## src/rtl/inst_fetch_ctrl.sv

```systemverilog
// Fetch sequencer: owns the fetch PC, drives the instruction memory address and buffers
// fetched words in a 2-entry prefetch queue for decode. Optional halt detection: FETCH_HALT_EN.
module inst_fetch_ctrl #(
    parameter int unsigned        ADDR_W    = 8,
    parameter int unsigned        INST_W    = 16,
    parameter logic [ADDR_W-1:0]  RESET_PC  = '0,
    parameter logic [INST_W-1:0]  HALT_WORD = '1
) (
    input  logic              clk,
    input  logic              rst_n,
    output logic [ADDR_W-1:0] mem_addr,
    input  logic [INST_W-1:0] mem_inst,
    input  logic              redirect_valid,
    input  logic [ADDR_W-1:0] redirect_pc,
    output logic              out_valid,
    input  logic              out_ready,
    output logic [INST_W-1:0] out_inst,
    output logic [ADDR_W-1:0] out_pc,
    output logic              halted
);

`ifdef FETCH_HALT_EN
    localparam bit HALT_EN = 1'b1;
`else
    localparam bit HALT_EN = 1'b0;
`endif

    localparam logic [1:0] CNT_FULL = 2'd2;

    // Queue head lives directly in the output registers; the tail holds the second entry.
    logic [ADDR_W-1:0] r_fpc,       w_fpc_nxt;
    logic [1:0]        r_count,     w_count_nxt;
    logic              r_halt,      w_halt_nxt;
    logic              r_halted,    w_halted_nxt;
    logic [INST_W-1:0] r_head_inst, w_head_inst_nxt;
    logic [ADDR_W-1:0] r_head_pc,   w_head_pc_nxt;
    logic [INST_W-1:0] r_tail_inst, w_tail_inst_nxt;
    logic [ADDR_W-1:0] r_tail_pc,   w_tail_pc_nxt;
    logic              w_deq;
    logic              w_cap;

    always_comb begin
        w_fpc_nxt       = r_fpc;
        w_count_nxt     = r_count;
        w_halt_nxt      = r_halt;
        w_head_inst_nxt = r_head_inst;
        w_head_pc_nxt   = r_head_pc;
        w_tail_inst_nxt = r_tail_inst;
        w_tail_pc_nxt   = r_tail_pc;

        w_deq = (r_count != 2'd0) && out_ready;
        w_cap = !redirect_valid && !r_halt && ((r_count != CNT_FULL) || w_deq);

        if (redirect_valid) begin
            w_count_nxt = 2'd0;
            w_fpc_nxt   = redirect_pc;
            w_halt_nxt  = 1'b0;
        end else begin
            if (w_cap) begin
                w_fpc_nxt = r_fpc + ADDR_W'(1);
                if (HALT_EN && (mem_inst == HALT_WORD)) begin
                    w_halt_nxt = 1'b1;
                end
            end
            case ({w_deq, w_cap})
                2'b01: begin
                    if (r_count == 2'd0) begin
                        w_head_inst_nxt = mem_inst;
                        w_head_pc_nxt   = r_fpc;
                    end else begin
                        w_tail_inst_nxt = mem_inst;
                        w_tail_pc_nxt   = r_fpc;
                    end
                    w_count_nxt = r_count + 2'd1;
                end
                2'b10: begin
                    if (r_count == CNT_FULL) begin
                        w_head_inst_nxt = r_tail_inst;
                        w_head_pc_nxt   = r_tail_pc;
                    end
                    w_count_nxt = r_count - 2'd1;
                end
                2'b11: begin
                    // Count is unchanged; at full the tail advances so order is kept.
                    if (r_count == CNT_FULL) begin
                        w_head_inst_nxt = r_tail_inst;
                        w_head_pc_nxt   = r_tail_pc;
                        w_tail_inst_nxt = mem_inst;
                        w_tail_pc_nxt   = r_fpc;
                    end else begin
                        w_head_inst_nxt = mem_inst;
                        w_head_pc_nxt   = r_fpc;
                    end
                end
                default: ;
            endcase
        end

        w_halted_nxt = HALT_EN && w_halt_nxt && (w_count_nxt == 2'd0);
    end

    always_ff @(posedge clk or negedge rst_n) begin
        if (!rst_n) begin
            r_fpc       <= RESET_PC;
            r_count     <= 2'd0;
            r_halt      <= 1'b0;
            r_halted    <= 1'b0;
            r_head_inst <= '0;
            r_head_pc   <= '0;
            r_tail_inst <= '0;
            r_tail_pc   <= '0;
        end else begin
            r_fpc       <= w_fpc_nxt;
            r_count     <= w_count_nxt;
            r_halt      <= w_halt_nxt;
            r_halted    <= w_halted_nxt;
            r_head_inst <= w_head_inst_nxt;
            r_head_pc   <= w_head_pc_nxt;
            r_tail_inst <= w_tail_inst_nxt;
            r_tail_pc   <= w_tail_pc_nxt;
        end
    end

    assign mem_addr  = r_fpc;
    assign out_valid = (r_count != 2'd0);
    assign out_inst  = r_head_inst;
    assign out_pc    = r_head_pc;
    assign halted    = r_halted;

endmodule

```

## config.mk

```make
export PLATFORM = sky130hd
export DESIGN_NAME = inst_fetch_ctrl
export DESIGN_NICKNAME = d
export VERILOG_FILES = /design/src/rtl/inst_fetch_ctrl.sv
export SDC_FILE = /design/constraint.sdc
export NUM_CORES = 1
export LEC_CHECK = 0
export ABC_AREA = 1
export CORE_UTILIZATION = 35
export DETAILED_ROUTE_END_ITERATION = 12
export DONT_BUFFER_PORTS = 1
export PLACE_DENSITY_LB_ADDON = 0.15
export REMOVE_ABC_BUFFERS = 1
export SETUP_SLACK_MARGIN = 0.02
export SLEW_MARGIN = 30
export SYNTH_ARGS = -nofsm -noshare
export SYNTH_HDL_FRONTEND = slang
export SYNTH_SLANG_ARGS = --single-unit
export TNS_END_PERCENT = 5
```

## constraint.sdc

```tcl
create_clock -name clk -period 1.35 [get_ports clk]
set_input_delay 0.27 -clock clk [delete_from_list [all_inputs] [get_ports clk]]
set_output_delay 0.27 -clock clk [all_outputs]
set_load 0.01 [all_outputs]
```

==> impl_results.md, run 1 <==
* Status: complete, but fails checks
* Failing checks: negative hold slack
* Die H at 91.5 um
* Post-synth ARST share at 100%
* Busiest grt layer: met2
* Total track usage at 16.7%
* Area contributors post-synth: dfrtp_1, nand2_1, inv_1
* Area occupied by multi-input gates at 0.00104 mm^2
* CTS root buf: clkbuf_8
* Synth top area share at 51.8%
* Starting density of the core at 36.3%
* Hold WS at -0.382 ns
* Critical path class: flip-flop to flip-flop
* Met1 Use GR at 22.6%
* GRT met2 Usage at 24.6%
* EDFF count, synth at 0
* Crit start category: flip-flop
* Htree depth at 3
* Die ar. at 0.00837 mm^2
* Synth warnings at 0
* DP Wirelength at 3990 um
* Initial DRT Pass Iterations at 4
* RSZ-0062 raised after global routing: true
* WL per Instance at 12.9 um
* VDD IR-drop max at 0.483 mV
* 1st-iter DRT viols at 100
* Filler Cell Count at 811
* Inserted Diodes at 0
* Fin. max-slew vios at 0
* Crit end category: flip-flop
* Post-synthesis cell count at 371
* Sequential share of the synthesized area at 51.8%
* Final period util at 96.8%
* Clock-pin slew on the worst setup and hold paths at 0.07 ns
* Final Hold Fails at 58
* Syn_area_per_cell at 7.55 um^2
* Port buffer count at 0
* Clock Tree Buf Depth at 2
* DRT antenna net count at 0
* P&R area growth vs syn at 14.4%
* Setup TNS Final at 0 ns
* Max frequency at 765 MHz
* Number of global-route vias before repair at 2,158
* Worst-skew pair later-pin latency at 0.34 ns
* Ratio of cells with drive above 1 in the final layout at 12.1%
* Core area at 0.00773 mm^2
* CTS tree: yes
* Post-layout min period at 1.31 ns
* Chip Width at 91.5 um
* Initial antenna violation count at 0
* Met3 GRT Util at 5.53%
* Pin count of the biggest net entering global routing at 59
* Synth unique cells at 26
* I/O pin cnt at 62
* Hold buffer count at CTS at 1
* Via-to-Cell Ratio at 4.63
* Clk sinks at 58
* Pwr dens at 1540 mW/mm^2
* Cts bufs inserted at 9
* GR Overflow Total at 0
* Top cells by count, synth: nand2_1, dfrtp_1, inv_1
* Leakage power total at 0.00170 uW
* Worst Path Max Fanout at 16
* Worst Path Required at 1.62 ns
* Synth Register Bits at 58
* Global-route wire length before repair at 10,800 um
* Most used DFF post-synth: dfrtp_1
* NumNets Final at 411
* DRC viols at 0
* # setup viols final at 0
* Layout Skew at 0.00666 ns
* Max-cap violation count at 0
* Via count at 2,263
* Final GP Congestion at 0.749
* Routed wire length at 6290 um
* Critical path arrival at 1.58 ns
* Site Rows at 32
* FF+latch area at 0.00145 mm^2
* Most common cell in the synthesized netlist: nand2_1
* Synth Cell Area at 0.00280 mm^2
* Worst min path class: primary input to async pin
* Cell accounting for the most synthesized area: dfrtp_1
* PnR Total Power at 4930 uW
-- registers in the layout (all words and copies together) (netlist names) --
register	flops
out_inst	16
r_tail_inst	16
mem_addr	8
out_pc	8
r_tail_pc	8
r_count	2
-- worst max-delay path, cell delays in order, from the launching register on --
cell and delay [ns]:
dfrtp_2 0.42, nor2_1 0.07, nand2_1 0.13, o21ai_2 0.10
nor2_4 0.15, buf_4 0.23, nand2_1 0.07, o21ai_1 0.07
-- repair_timing --
action / in CTS / in global routing
cloned: 0 / 0
setup buffers: 4 / 0
gates resized for setup: 5 / 8
endpoints found under the hold margin: 59 / 58
setup endpoints to repair: 10 / 57
-- final cells by class --
class                   count  area share (%)
repair buffers             16            5.35
clock buffers              10            4.29
flip-flops and latches     58            45.3
multi-input cells         236            32.4
inverters                  61            7.30
well taps                 102            3.98
clock inverters             6            1.33
-- stage by stage --
step / hold WS, ns / setup WS [ns] / utilization (%) / std cells / cell area, um^2
6_report: -0.382 / 0.0430 / 41.5 / 489 / 3210
3_3_place_gp: -0.0243 / 0.0474 / 38.2 / 468 / 2950
2_1_floorplan: -0.0256 / -0.528 / - / 355 / 2700
3_5_place_dp: -0.0244 / 0.0342 / 38.2 / 468 / 2950
5_1_grt: -0.415 / -0.0524 / 41.5 / 489 / 3210
4_1_cts: -0.404 / 0.0310 / 41.2 / 489 / 3180
-- final timing paths --
check	start	endpoint	slack (ns)	cells past startpoint
max in group asynchronous	rst_n	r_count[0]	1.63	0
worst min-delay path	rst_n	out_inst[8]	-0.38	0
worst max-delay path	r_count[0]	r_tail_inst[15]	0.04	7
min in group clk	mem_inst[5]	r_tail_inst[5]	0.06	2
worst min register to register	r_tail_pc[7]	r_tail_pc[7]	0.52	2
worst max register to register	r_count[0]	r_tail_inst[15]	0.04	7
-- cell usage in the layout, fill, tap and decap left out, types with 2 or more instances in the layout --
master,synthesis,final
buf_12,0,3
buf_4,3,9
buf_6,3,3
clkbuf_8,0,10
clkinvlp_4,0,5
dfrtp_1,58,56
dfrtp_2,0,2
inv_1,57,55
inv_2,4,5
nand2_1,152,150
nand2_2,0,2
nand3_1,37,37
nand4_1,2,2
nor2_1,4,3
nor3_1,2,2
o21ai_0,7,7
o21ai_1,20,20
-- routing by layer --
layer / vias up / routed length, um
met5: - / 0
met4: 0 / 106
met3: 11 / 439
met2: 67 / 2780
met1: 1034 / 2970
li1: 1151 / -
-- kinds of logic (layout without fill, tap and decap cells) --
logic type	after synthesis	in the layout	synth area share, %
and+or+nand+nor	200	200	29.1
DFF	58	58	51.8
xor gates and xnor gates	1	1	0.313
other	1	1	0.134
adders and majority gates	1	1	0.446
AOI/OAI and AO/OA	33	33	6.38
buffers and inverters	77	93	11.8
-- power breakdown --
part	leakage [uW]	switching [uW]	total (uW)	internal, uW
sequential	0.000710	338	2470	2130
combinational	0.000912	602	1010	406
clock	0.0000765	748	1460	710
total	0.00170	1690	4930	3250
Power figures use the tool's default switching activity.
==> run 2, diff against run 1 <==
==> constraint.sdc (replaced) <==
create_clock -name clk -period 1.3 [get_ports clk]
set_input_delay 0.26 -clock clk [delete_from_list [all_inputs] [get_ports clk]]
set_output_delay 0.26 -clock clk [all_outputs]
set_load 0.01 [all_outputs]
==> run 2 against run 1 <==
Effect of this change:
- the flow finishes with violations (negative hold slack, negative setup slack)
- core utilization is 0.49 points higher
- first-iteration DRC count down 6.0%
- clock skew down 0.0015 ns
- register-to-register slack hardly changed
- critical path depth shrank 4
- cell count down 0.41%
- flip-flop and latch count is the same
- wire length grew 4.4%
- largest power group unchanged
==> impl_results.md, run 2 (same netlist as run 1, synthesis figures left out) <==
* Filler Cell Count at 790 (was 811)
* VDD IR-drop max at 0.539 mV (was 0.483 mV)
* Max frequency at 766 MHz
* Via-to-Cell Ratio at 4.57 (was 4.63)
* Via count at 2,226 (was 2,263)
* Pin count of the biggest net entering global routing at 59 (unchanged)
* Post-layout min period at 1.31 ns
* Hold buffer count at CTS at 1 (unchanged)
* Leakage power total at 0.00172 uW (was 0.00170 uW)
* Hold WS at -0.375 ns (was -0.382 ns)
* GR Overflow Total at 0 (unchanged)
* R2R depth at 7 (unchanged)
* Site Rows at 32 (unchanged)
* Clk sinks at 58 (unchanged)
* Worst min path class: primary input to async pin (unchanged)
* Htree depth at 3 (unchanged)
* Number of global-route vias before repair at 2,263 (was 2,158)
* Crit end category: output pin (was flip-flop)
* # setup viols final at 1 (was 0)
* Initial DRT Pass Iterations at 4 (unchanged)
* DRT antenna net count at 0 (unchanged)
* Failing checks: negative hold slack, negative setup slack (was negative hold slack)
* Routed wire length at 6570 um (was 6290 um)
* Final GP Congestion at 0.740 (was 0.749)
* Total track usage at 17.2% (was 16.7%)
* Initial antenna violation count at 0 (unchanged)
* CTS tree: yes (unchanged)
* Crit start category: flip-flop (unchanged)
* Commonest cells after routing, fill and taps aside: nand2_1, inv_1, dfrtp_1 (was nand2_1, dfrtp_1, inv_1)
* PnR worst setup slack at -0.00594 ns (was 0.0430 ns)
* DR WL met3 at 411 um (was 439 um)
* Core area at 0.00773 mm^2 (unchanged)
* Layout Skew at 0.00513 ns (was 0.00666 ns)
* WL per Instance at 13.5 um (was 12.9 um)
* Worst Path Required at 1.04 ns (was 1.62 ns)
* Final Hold Fails at 58 (unchanged)
* NumNets Final at 411 (unchanged)
* Wl on met1 at 3110 um (was 2970 um)
* Global-route wire length before repair at 11,100 um (was 10,800 um)
* I/O pin cnt at 62 (unchanged)
* Final period util at 100%
* Critical path class: flip-flop to output pin (was flip-flop to flip-flop)
* DRC viols at 0 (unchanged)
* Top Metal Used: met4 (unchanged)
* Worst-skew pair later-pin latency at 0.33 ns (was 0.34 ns)
* Max-cap violation count at 0 (unchanged)
* Cts bufs inserted at 9 (unchanged)
* Die ar. at 0.00837 mm^2 (unchanged)
* Pwr dens at 1590 mW/mm^2 (was 1540 mW/mm^2)
* Ratio of cells with drive above 1 in the final layout at 13.8% (was 12.1%)
* Critical path arrival at 1.05 ns (was 1.58 ns)
* Worst Path Max Fanout at 5 (was 16)
* Port buffer count at 0 (unchanged)
* Status: complete, but fails checks (unchanged)
* Clock-pin slew on the worst setup and hold paths at 0.06 ns (was 0.07 ns)
* Commonest non-fill, non-tap cell in the layout: nand2_1 (unchanged)
* RSZ-0062 raised after global routing: true (unchanged)
* 1st-iter DRT viols at 94 (was 100)
* Fin. max-slew vios at 0 (unchanged)
* Starting density of the core at 36.3% (unchanged)
* Chip Width at 91.5 um (unchanged)
* DP Wirelength at 4160 um (was 3990 um)
* Inserted Diodes at 0 (unchanged)
* Clock Tree Buf Depth at 2 (unchanged)
* Worst slack, placed at 0.0115 ns (was 0.0342 ns)
* Die H at 91.5 um (unchanged)
* DR WL met2 at 2950 um (was 2780 um)
* P&R area growth vs syn at 15.8% (was 14.4%)
* CTS root buf: clkbuf_8 (unchanged)
run 2: cell types whose count changed in the layout (fill, tap and decap cells not counted), sizes merged:
cell      previous run  this run
clkinvlp             5         1
clkbuf              10        13
buf                 15        14
run 2: through the flow:
stage | total power (uW) | utilization [%] | setup TNS (ns) | instance area (um^2) | std cells
2_1_floorplan | 3240 | - | -17.99 | 2700 | 355
3_3_place_gp | 3600 | 38.5 | 0 | 2970 | 469
3_5_place_dp | 3630 | 38.5 | 0 | 2970 | 469
4_1_cts | 5200 | 41.1 | -0.00192 | 3180 | 485
5_1_grt | 5580 | 42.0 | -2.15 | 3240 | 487
6_report | 5170 | 42.0 | -0.00594 | 3240 | 487
run 2: path summary, 6_finish.rpt:
check / startpoint / to / slack, ns
worst min-delay path: rst_n / out_inst[8] / -0.38
min in group clk: mem_inst[13] / r_tail_inst[13] / 0.06
worst max-delay path: r_count[0] / out_valid / -0.006
worst max register to register: r_count[0] / out_inst[1] / 0.04
max in group asynchronous: rst_n / mem_addr[2] / 1.56
worst min register to register: r_tail_pc[3] / r_tail_pc[3] / 0.52
run 2: timing repair:
action	4_1_cts	5_1_grt
resized for setup	5	18
endpoints found under the setup margin	8	57
hold endpoints to repair	59	58
buffers inserted	1	1
pin swaps	1	1
gates cloned	0	1
run 2: area by class of cell:
cell class              instances  area (um^2)  area share [%]
flip-flops and latches         58         1460            44.9
repair buffers                 16          201            6.21
inverters                      61          236            7.29
well taps                     102          128            3.93
clock inverters                 2         12.5           0.386
multi-input cells             236         1040            32.2
clock buffers                  12          165            5.09
run 2: where the power goes:
group / internal, uW / switching [uW] / total [uW] / leakage, uW
clock: 823 / 681 / 1500 / 0.0000903
sequential: 2220 / 365 / 2580 / 0.000708
combinational: 446 / 637 / 1080 / 0.000919
total: 3480 / 1680 / 5170 / 0.00172
run 2: critical path, cell delays in order (launching register included):
cell	delay (ns)
dfrtp_2	0.45
inv_2	0.08
nand2_2	0.07
buf_6	0.12
run 2: layer usage:
layer,global-route usage [%],up-vias
met2,25.6,68
met1,23.2,1002
met3,5.11,10
met5,0,-
li1,-,1146
met4,7.41,0
